$ cat src/rtl/reg_wr_arb.sv
// Shared-register write arbiter: round-robin grant with bounded lock, one write per granted cycle.
// Latency: grant one edge after request; q/q_valid registered one cycle after each write edge.
// Backpressure: requesters hold req until granted; optional REG_WR_ARB_PRIO0_EN gives requester 0 fixed priority.
module reg_wr_arb #(
    parameter int NUM_REQ  = 4,
    parameter int DATA_W   = 8,
    parameter int MAX_LOCK = 4
) (
    input  logic                          clk,
    input  logic                          rst_n,
    input  logic [NUM_REQ-1:0]            req,
    input  logic [NUM_REQ-1:0]            lock,
    input  logic [NUM_REQ*DATA_W-1:0]     wdata,
    output logic [NUM_REQ-1:0]            gnt,
    output logic [$clog2(NUM_REQ)-1:0]    owner,
    output logic [DATA_W-1:0]             q,
    output logic                          q_valid
);

    localparam int OW = $clog2(NUM_REQ);
    localparam int CW = 5;

    typedef enum logic {IDLE, OWN} state_t;

    state_t              state_q;
    logic [NUM_REQ-1:0]  gnt_q;
    logic [OW-1:0]       owner_q;
    logic [OW-1:0]       rr_ptr_q;
    logic [CW-1:0]       lock_cnt_q;
    logic [DATA_W-1:0]   q_q;
    logic                q_valid_q;

    logic [OW-1:0]       nxt_ptr_d;
    logic [OW-1:0]       base_d;
    logic [OW-1:0]       win_idx_d;
    logic                win_vld_d;
    logic                wr_en_d;
    logic                stay_d;

    // (b + off) mod NUM_REQ without a divider; both operands are below NUM_REQ
    function automatic logic [OW-1:0] rr_idx(input logic [OW-1:0] b, input int off);
        logic [OW:0] s;
        s = {1'b0, b} + (OW+1)'(off);
        if (s >= (OW+1)'(NUM_REQ)) begin
            s = s - (OW+1)'(NUM_REQ);
        end
        return s[OW-1:0];
    endfunction

    // Write/hold decision for the owner, and the winner of this edge's arbitration.
    // On release the scan starts just past the owner, so the owner ranks last.
    always_comb begin
        nxt_ptr_d = (owner_q == OW'(NUM_REQ-1)) ? '0 : owner_q + 1'b1;
        wr_en_d   = (state_q == OWN) && req[owner_q];
        stay_d    = wr_en_d && lock[owner_q] && (lock_cnt_q < CW'(MAX_LOCK-1));
        base_d    = (state_q == OWN) ? nxt_ptr_d : rr_ptr_q;
        win_vld_d = 1'b0;
        win_idx_d = base_d;
        // scan downward so the lowest offset from base_d is the one that sticks
        for (int i = NUM_REQ-1; i >= 0; i--) begin
            if (req[rr_idx(base_d, i)]) begin
                win_vld_d = 1'b1;
                win_idx_d = rr_idx(base_d, i);
            end
        end
`ifdef REG_WR_ARB_PRIO0_EN
        if (req[0]) begin
            win_vld_d = 1'b1;
            win_idx_d = '0;
        end
`endif
    end

    // Arbiter FSM with registered grant, owner, lock counter and shared register.
    always_ff @(posedge clk or negedge rst_n) begin
        if (!rst_n) begin
            state_q    <= IDLE;
            gnt_q      <= '0;
            owner_q    <= '0;
            rr_ptr_q   <= '0;
            lock_cnt_q <= '0;
            q_q        <= '0;
            q_valid_q  <= 1'b0;
        end else begin
            q_valid_q <= 1'b0;
            case (state_q)
                IDLE: begin
                    if (win_vld_d) begin
                        state_q    <= OWN;
                        gnt_q      <= {{(NUM_REQ-1){1'b0}}, 1'b1} << win_idx_d;
                        owner_q    <= win_idx_d;
                        lock_cnt_q <= '0;
                    end
                end
                OWN: begin
                    if (wr_en_d) begin
                        q_q       <= wdata[int'(owner_q)*DATA_W +: DATA_W];
                        q_valid_q <= 1'b1;
                    end
                    if (stay_d) begin
                        lock_cnt_q <= lock_cnt_q + 1'b1;
                    end else begin
                        rr_ptr_q   <= nxt_ptr_d;
                        lock_cnt_q <= '0;
                        if (win_vld_d) begin
                            gnt_q   <= {{(NUM_REQ-1){1'b0}}, 1'b1} << win_idx_d;
                            owner_q <= win_idx_d;
                        end else begin
                            state_q <= IDLE;
                            gnt_q   <= '0;
                        end
                    end
                end
                default: begin
                    state_q <= IDLE;
                    gnt_q   <= '0;
                end
            endcase
        end
    end

    assign gnt     = gnt_q;
    assign owner   = owner_q;
    assign q       = q_q;
    assign q_valid = q_valid_q;

endmodule
$ cat config.mk
export PLATFORM = sky130hd
export DESIGN_NAME = reg_wr_arb
export DESIGN_NICKNAME = d
export VERILOG_FILES = /design/src/rtl/reg_wr_arb.sv
export SDC_FILE = /design/constraint.sdc
export NUM_CORES = 1
export LEC_CHECK = 0
export ABC_CLOCK_PERIOD_IN_PS = 2300
export CAP_MARGIN = 20
export CORE_ASPECT_RATIO = 0.8
export CORE_MARGIN = 5
export CORE_UTILIZATION = 41
export CTS_CLUSTER_SIZE = 25
export DETAILED_ROUTE_END_ITERATION = 10
export HOLD_SLACK_MARGIN = 0.06
export PLACE_DENSITY = 0.79
export SLEW_MARGIN = 20
export SYNTH_ARGS = -nofsm -noshare
export SYNTH_HDL_FRONTEND = slang
export SYNTH_SLANG_ARGS = --single-unit
export TNS_END_PERCENT = 5
$ cat constraint.sdc
create_clock -name clk -period 2.3 [get_ports clk]
set_input_delay 0.46 -clock clk [delete_from_list [all_inputs] [get_ports clk]]
set_output_delay 0.46 -clock clk [all_outputs]
set_load 0.02 [all_outputs]
**After elaboration in Yosys (flattened, before gate mapping)**

Index checks and enable logic that the tools add are counted.
W data, S select, Z words.

- Register bits after elaboration: 23
- Input port bits: 42
- Output and inout port bits: 15

- Add/sub/neg operators: 9
- Order comparisons: 10
- Equality and inequality tests: 3
- Shift operators: 2
- Mux-type cells: 41
- Bitwise logic cells: 2
- Reduce and logical (&&, ||, !) cells: 6

Operator list:

| cell | number |
|---|---|
| $shiftx A32 B6 Y8 | 1 |
| $mux W2 | 12 |
| $lt A2 B3 Y1 const B | 5 |
| $mux W1 | 14 |
| $bmux W1 S2 | 6 |
| $mux W4 | 3 |
| $mux W5 | 2 |
| $pmux W5 S2 | 1 |
| $ge A3 B3 Y1 const B | 3 |
| $pmux W4 S2 | 1 |
| $sub A2 B1 Y2 const B | 4 |
| $add A2 B2 Y3 const B | 2 |
| $reduce_and A2 Y1 | 3 |
| $add A5 B1 Y5 const B | 1 |
| $lt A5 B2 Y1 const B | 1 |
| $ne A2 B2 Y1 const B | 2 |
| $pmux W2 S2 | 1 |
| $shl A1 B2 Y4 const A | 1 |
| $add A2 B1 Y3 const B | 1 |
| $ge A2 B3 Y1 const B | 1 |
| $logic_and A1 B1 Y1 | 3 |
| $add A2 B1 Y2 const B | 1 |
| $eq A2 B2 Y1 const B | 1 |
| $not A1 Y1 | 2 |
| $pmux W1 S2 | 1 |

**Longest topological paths before layout**

- Word-level depth: 16
- Depth in mapped cells: 6
- Mapped depth without buffers: 6

**Worst setup path before layout**

Ideal clock, no wire load.

- Path kind: reg2reg
- From: register owner_q[0] (netlist: owner[0])
- To: register owner_q[0] (netlist: owner[0])
- Data arrival time: 1,749 ps
- Required time: 2,172 ps
- Setup slack: 423 ps
- Cell stages (with the launch flop): 6
- Path buffers: 0
- Period minus slack after synthesis: 1,877 ps
- Path through: dfrtp_1 > mux4_2 > nand2_1 > nor2_4 > a21oi_4 > mux2_1

- Longest elaborated chain between the ends: 15
- Elaborated cells on any way between the ends: 46

Ends and longest elaborated chain:

| element | RTL line | RTL |
|---|---|---|
| start: declaration | 27 | `logic [OW-1:0] owner_q;` |
| start signal: assignment | 91 | `owner_q <= win_idx_d;` |
| start signal: assignment | 107 | `owner_q <= win_idx_d;` |
| $add A2 B1 Y2 / $eq A2 B2 Y1 (equally long branches) | 53 | `nxt_ptr_d = (owner_q == OW'(NUM_REQ-1)) ? '0 : owner_q + 1'b1;` |
| $mux W2 | 53 |  |
| $mux W2 | 56 | `base_d = (state_q == OWN) ? nxt_ptr_d : rr_ptr_q;` |
| $add A2 B2 Y3 | 43 | `s = {1'b0, b} + (OW+1)'(off);` |
| $ge A3 B3 Y1 / $sub A2 B1 Y2 (equally long branches) | 44, 45 |  |
| $mux W2 | 44 | `if (s >= (OW+1)'(NUM_REQ)) begin` |
| $bmux W1 S2 | 61 | `if (req[rr_idx(base_d, i)]) begin` |
| $mux W1 (implied by the code) | 61 |  |
| $mux W2 / $mux W1 (equally long branches) (4 in series) | 61 |  |
| $mux W2 | 88, 105 |  |
| $mux W2 | 100 | `if (stay_d) begin` |
| $pmux W2 S2 | 86 | `case (state_q)` |

Parallel ways exist; a longest one is shown, timed or not. The select of a mux whose other input is x is not followed.
A chain may end at the register's enable or synchronous reset.

**Worst setup path after layout**

- From: register owner_q[0] (netlist: owner[0])
- To: register owner_q[1] (netlist: owner[1])

- Longest elaborated chain between the ends: 15
- Elaborated cells on any way between the ends: 46

Ends and longest elaborated chain:

| element | RTL line | RTL |
|---|---|---|
| $add A2 B1 Y2 / $eq A2 B2 Y1 (equally long branches) | 53 |  |
| $mux W2 (*) | 53 |  |
| via nxt_ptr_d[1] | 33 | `logic [OW-1:0] nxt_ptr_d;` |
| $mux W2 (*) | 56 |  |
| $add A2 B2 Y3 | 43 |  |
| $ge A3 B3 Y1 / $sub A2 B1 Y2 (equally long branches) | 44, 45 |  |
| $mux W2 | 44 |  |
| $bmux W1 S2 | 61 |  |
| $mux W1 (implied by the code) | 61 |  |
| $mux W2 / $mux W1 (equally long branches) (4 in series) | 61 |  |
| $mux W2 (*) | 88, 105 |  |
| $mux W2 | 100 |  |
| $pmux W2 S2 (*) | 86 |  |

Mark *: on every way through the listed nets, which the timed path passes. The rest lies on a longest branch. The select of a mux whose other input is x is not followed.

==> flow_summary.json <==
{
  "status": "finished clean",
  "syn_nets": 138,
  "clk_pin_slew_ps": 70,
  "globalplace.congestion": 0.930,
  "min_path_type": "reg2reg",
  "setup_viol": 0,
  "reg2reg_to": "owner[1]$_DFFE_PN0P_",
  "cts-buffers-inserted": 3,
  "dp_hpwl_um": 2750,
  "slowest_stage": "dfrtp_1",
  "tns_ps": 0,
  "drtAntennaViolNets": 0,
  "critPathCaptureType": "flop",
  "clockPowerShare_pct": 10.0,
  "critPathTopFamily": "flip-flops",
  "cp_max_fo": 7,
  "layout_common_cells": "clkdlybuf4s50_1 (56), dfrtp_1 (23), buf_4 (11), mux4_2 (10), mux2_2 (9)",
  "grt_overflow": 0,
  "wl_per_cell_um": 16.5,
  "synth_flop_cell": "dfrtp_1",
  "yosysTopAreaCell": "dfrtp_1",
  "cts_tree": "built",
  "p_sw_uw": 915,
  "clock.fmax_mhz": 485,
  "yosysTopAreaCellShare_pct": 44.4,
  "dr_wl_met2_um": 1650,
  "async_flop_share_pct": 100,
  "root_buffer": "clkbuf_8",
  "rsz0062_at_grt": "no",
  "ios": 57,
  "critPathRequiredTime_ps": 2450,
  "synth-edff-count": 0,
  "wirelength_um": 3310,
  "syn_to_final_growth_pct": 54.7,
  "combPwrFrac_pct": 61.7,
  "path_class": "reg2reg",
  "p_leak_uw": 0.000832,
  "r2r.worst_path.cells": 5,
  "antenna_found_initial": 0,
  "maxCapViolCount": 0,
  "drv_slew": 0,
  "min-delay-start": "gnt[2]$_DFFE_PN0P_",
  "rows": 18,
  "vias": 1069,
  "timing.final.ws_setup_ps": 236,
  "die_w_um": 72.9,
  "p_int_uw": 1520,
  "core_area_um2": 3060,
  "ff2ff_setup_slack_ps": 240,
  "nets": 206,
  "drt_first_iter_violations": 130,
  "irDropWorstVdd_uv": 627,
  "wl_met1_um": 1310,
  "drive_gt1_share_pct": 24.2,
  "max_slew_margin_pct": 67.9,
  "clkSinkCount": 23,
  "fin_crit_sh_pct": 89.7,
  "max_stage_delay_ps": 480,
  "power_switching_share_pct": 37.6,
  "top_layer": "met4",
  "cp.arrival_ps": 2210,
  "antenna_cells": 0,
  "yosys_warnings": 0,
  "cts_max_path_buffers": 2,
  "fp.dieArea_um2": 4390,
  "start_kind": "flop",
  "netlist_area_um2": 1300,
  "synthTopCellsByArea": "dfrtp_1 (44%), mux4_2 (17%), mux2_2 (7.8%), mux2_1 (3.5%), a32o_1 (3.1%)",
  "worstPathCellList": "ha_1 -> mux2i_1 -> o311ai_0 -> nand2_1 -> mux2_1",
  "dr.pass1.iters": 4,
  "fp.dieH_um": 60.3,
  "critPathBufInv": 0,
  "finClkSkew_ps": 1.95,
  "start_util_pct": 42.3,
  "synth_seq_area_share_pct": 44.4,
  "route.met3.wl_um": 302,
  "grt_first_pass_wirelength_um": 5510,
  "ys_ff_latch": 23,
  "layout_commonest_cell": "clkdlybuf4s50_1",
  "hold-path-cell-count": 1,
  "grt_pass1_vias": 1160,
  "seq_power_share_pct": 28.2,
  "route.detailed.drc": 0,
  "via_per_inst": 5.32,
  "p_per_area_nw_per_um2": 1210,
  "power.total_uw": 2430,
  "cts_hold_buffers": 0,
  "finalCriticalPeriod_ps": 2060,
  "grt_usage_pct": 16.7,
  "post-cts-setup-buffers": 0,
  "hold-path-endpoint": "gnt[2]$_DFFE_PN0P_",
  "port_buffers": 56,
  "pre_cts_slack_ps": 38.3,
  "post_cts_resized": 0,
  "clk_latency_ps": 260,
  "finalHoldViolCount": 0,
  "netlist_instances": 94,
  "ys_types": 30,
  "htree_num_levels": 1,
  "synth.avg_cell_area_um2": 13.8,
  "tightest_slew_ps": 476,
  "grt_max_degree": 24,
  "reg2reg_from": "owner[0]$_DFFE_PN0P_"
}
## power by group through the flow
stage	sequential [uW]	clock, uW	combinational [uW]
after global placement	685	0	1460
after global routing	716	264	1620
after detailed placement	693	0	1510
final	687	244	1500
after CTS	689	250	1520
after floorplan	829	0	810
## flip-flops by register name, summed over array words and instances (netlist names)
name	count
rr_ptr_q	2
owner	2
gnt	4
state_q	1
lock_cnt_q	5
q	8
q_valid	1
## cells in the mapped netlist, types with 2 or more instances
cell,instances
dfrtp_1,23
mux4_2,10
nand2_1,5
a31oi_1,3
nor2_1,4
mux2_1,4
buf_2,2
inv_1,3
a32o_1,4
a21oi_1,3
mux2_2,9
and2_1,3
ha_1,2
a22o_1,2
nand2b_1,2
## how the worst max path moves through the flow
stage                                   end  cells after the start                 start  slack [ps]
floorplan              owner[0]$_DFFE_PN0P_                      5  owner[0]$_DFFE_PN0P_         420
global placement         gnt[2]$_DFFE_PN0P_                      6                req[3]         130
detailed placement  rr_ptr_q[0]$_DFFE_PN0P_                      6                req[3]          40
CTS                    owner[1]$_DFFE_PN0P_                      5  owner[0]$_DFFE_PN0P_         250
global route           owner[1]$_DFFE_PN0P_                      5  owner[0]$_DFFE_PN0P_          60
finish                 owner[1]$_DFFE_PN0P_                      5  owner[0]$_DFFE_PN0P_         240
## stage by stage
step / instances / hold slack, ps / utilization (%) / cell area, um2
floorplan: 94 / 164 / - / 1300
global placement: 197 / 472 / 64.0 / 1960
detailed placement: 197 / 490 / 64.0 / 1960
CTS: 201 / 510 / 65.5 / 2010
global route: 201 / 523 / 65.5 / 2010
finish: 201 / 505 / 65.5 / 2010
## area by class of cell
cell class	count	area, um2
sequential	23	576
inverter	3	11.3
multi-input combinational	64	681
clock buffer	4	45.0
fill	232	1060
timing repair buffer	67	643
tap	40	50.0
## routing by layer
metal / GRT usage, % / up-vias
met5: 0 / -
met1: 21.0 / 513
met3: 5.04 / 6
met4: 4.74 / 0
met2: 28.0 / 54
li1: - / 496
## kinds of logic after synthesis
logic type | share of synthesized area (%)
compound gates | 12.0
fa+ha+maj | 1.93
mux | 29.4
simple gates | 9.17
buf+inv | 3.09
flops | 44.4
(Power assumes the default switching activity.)
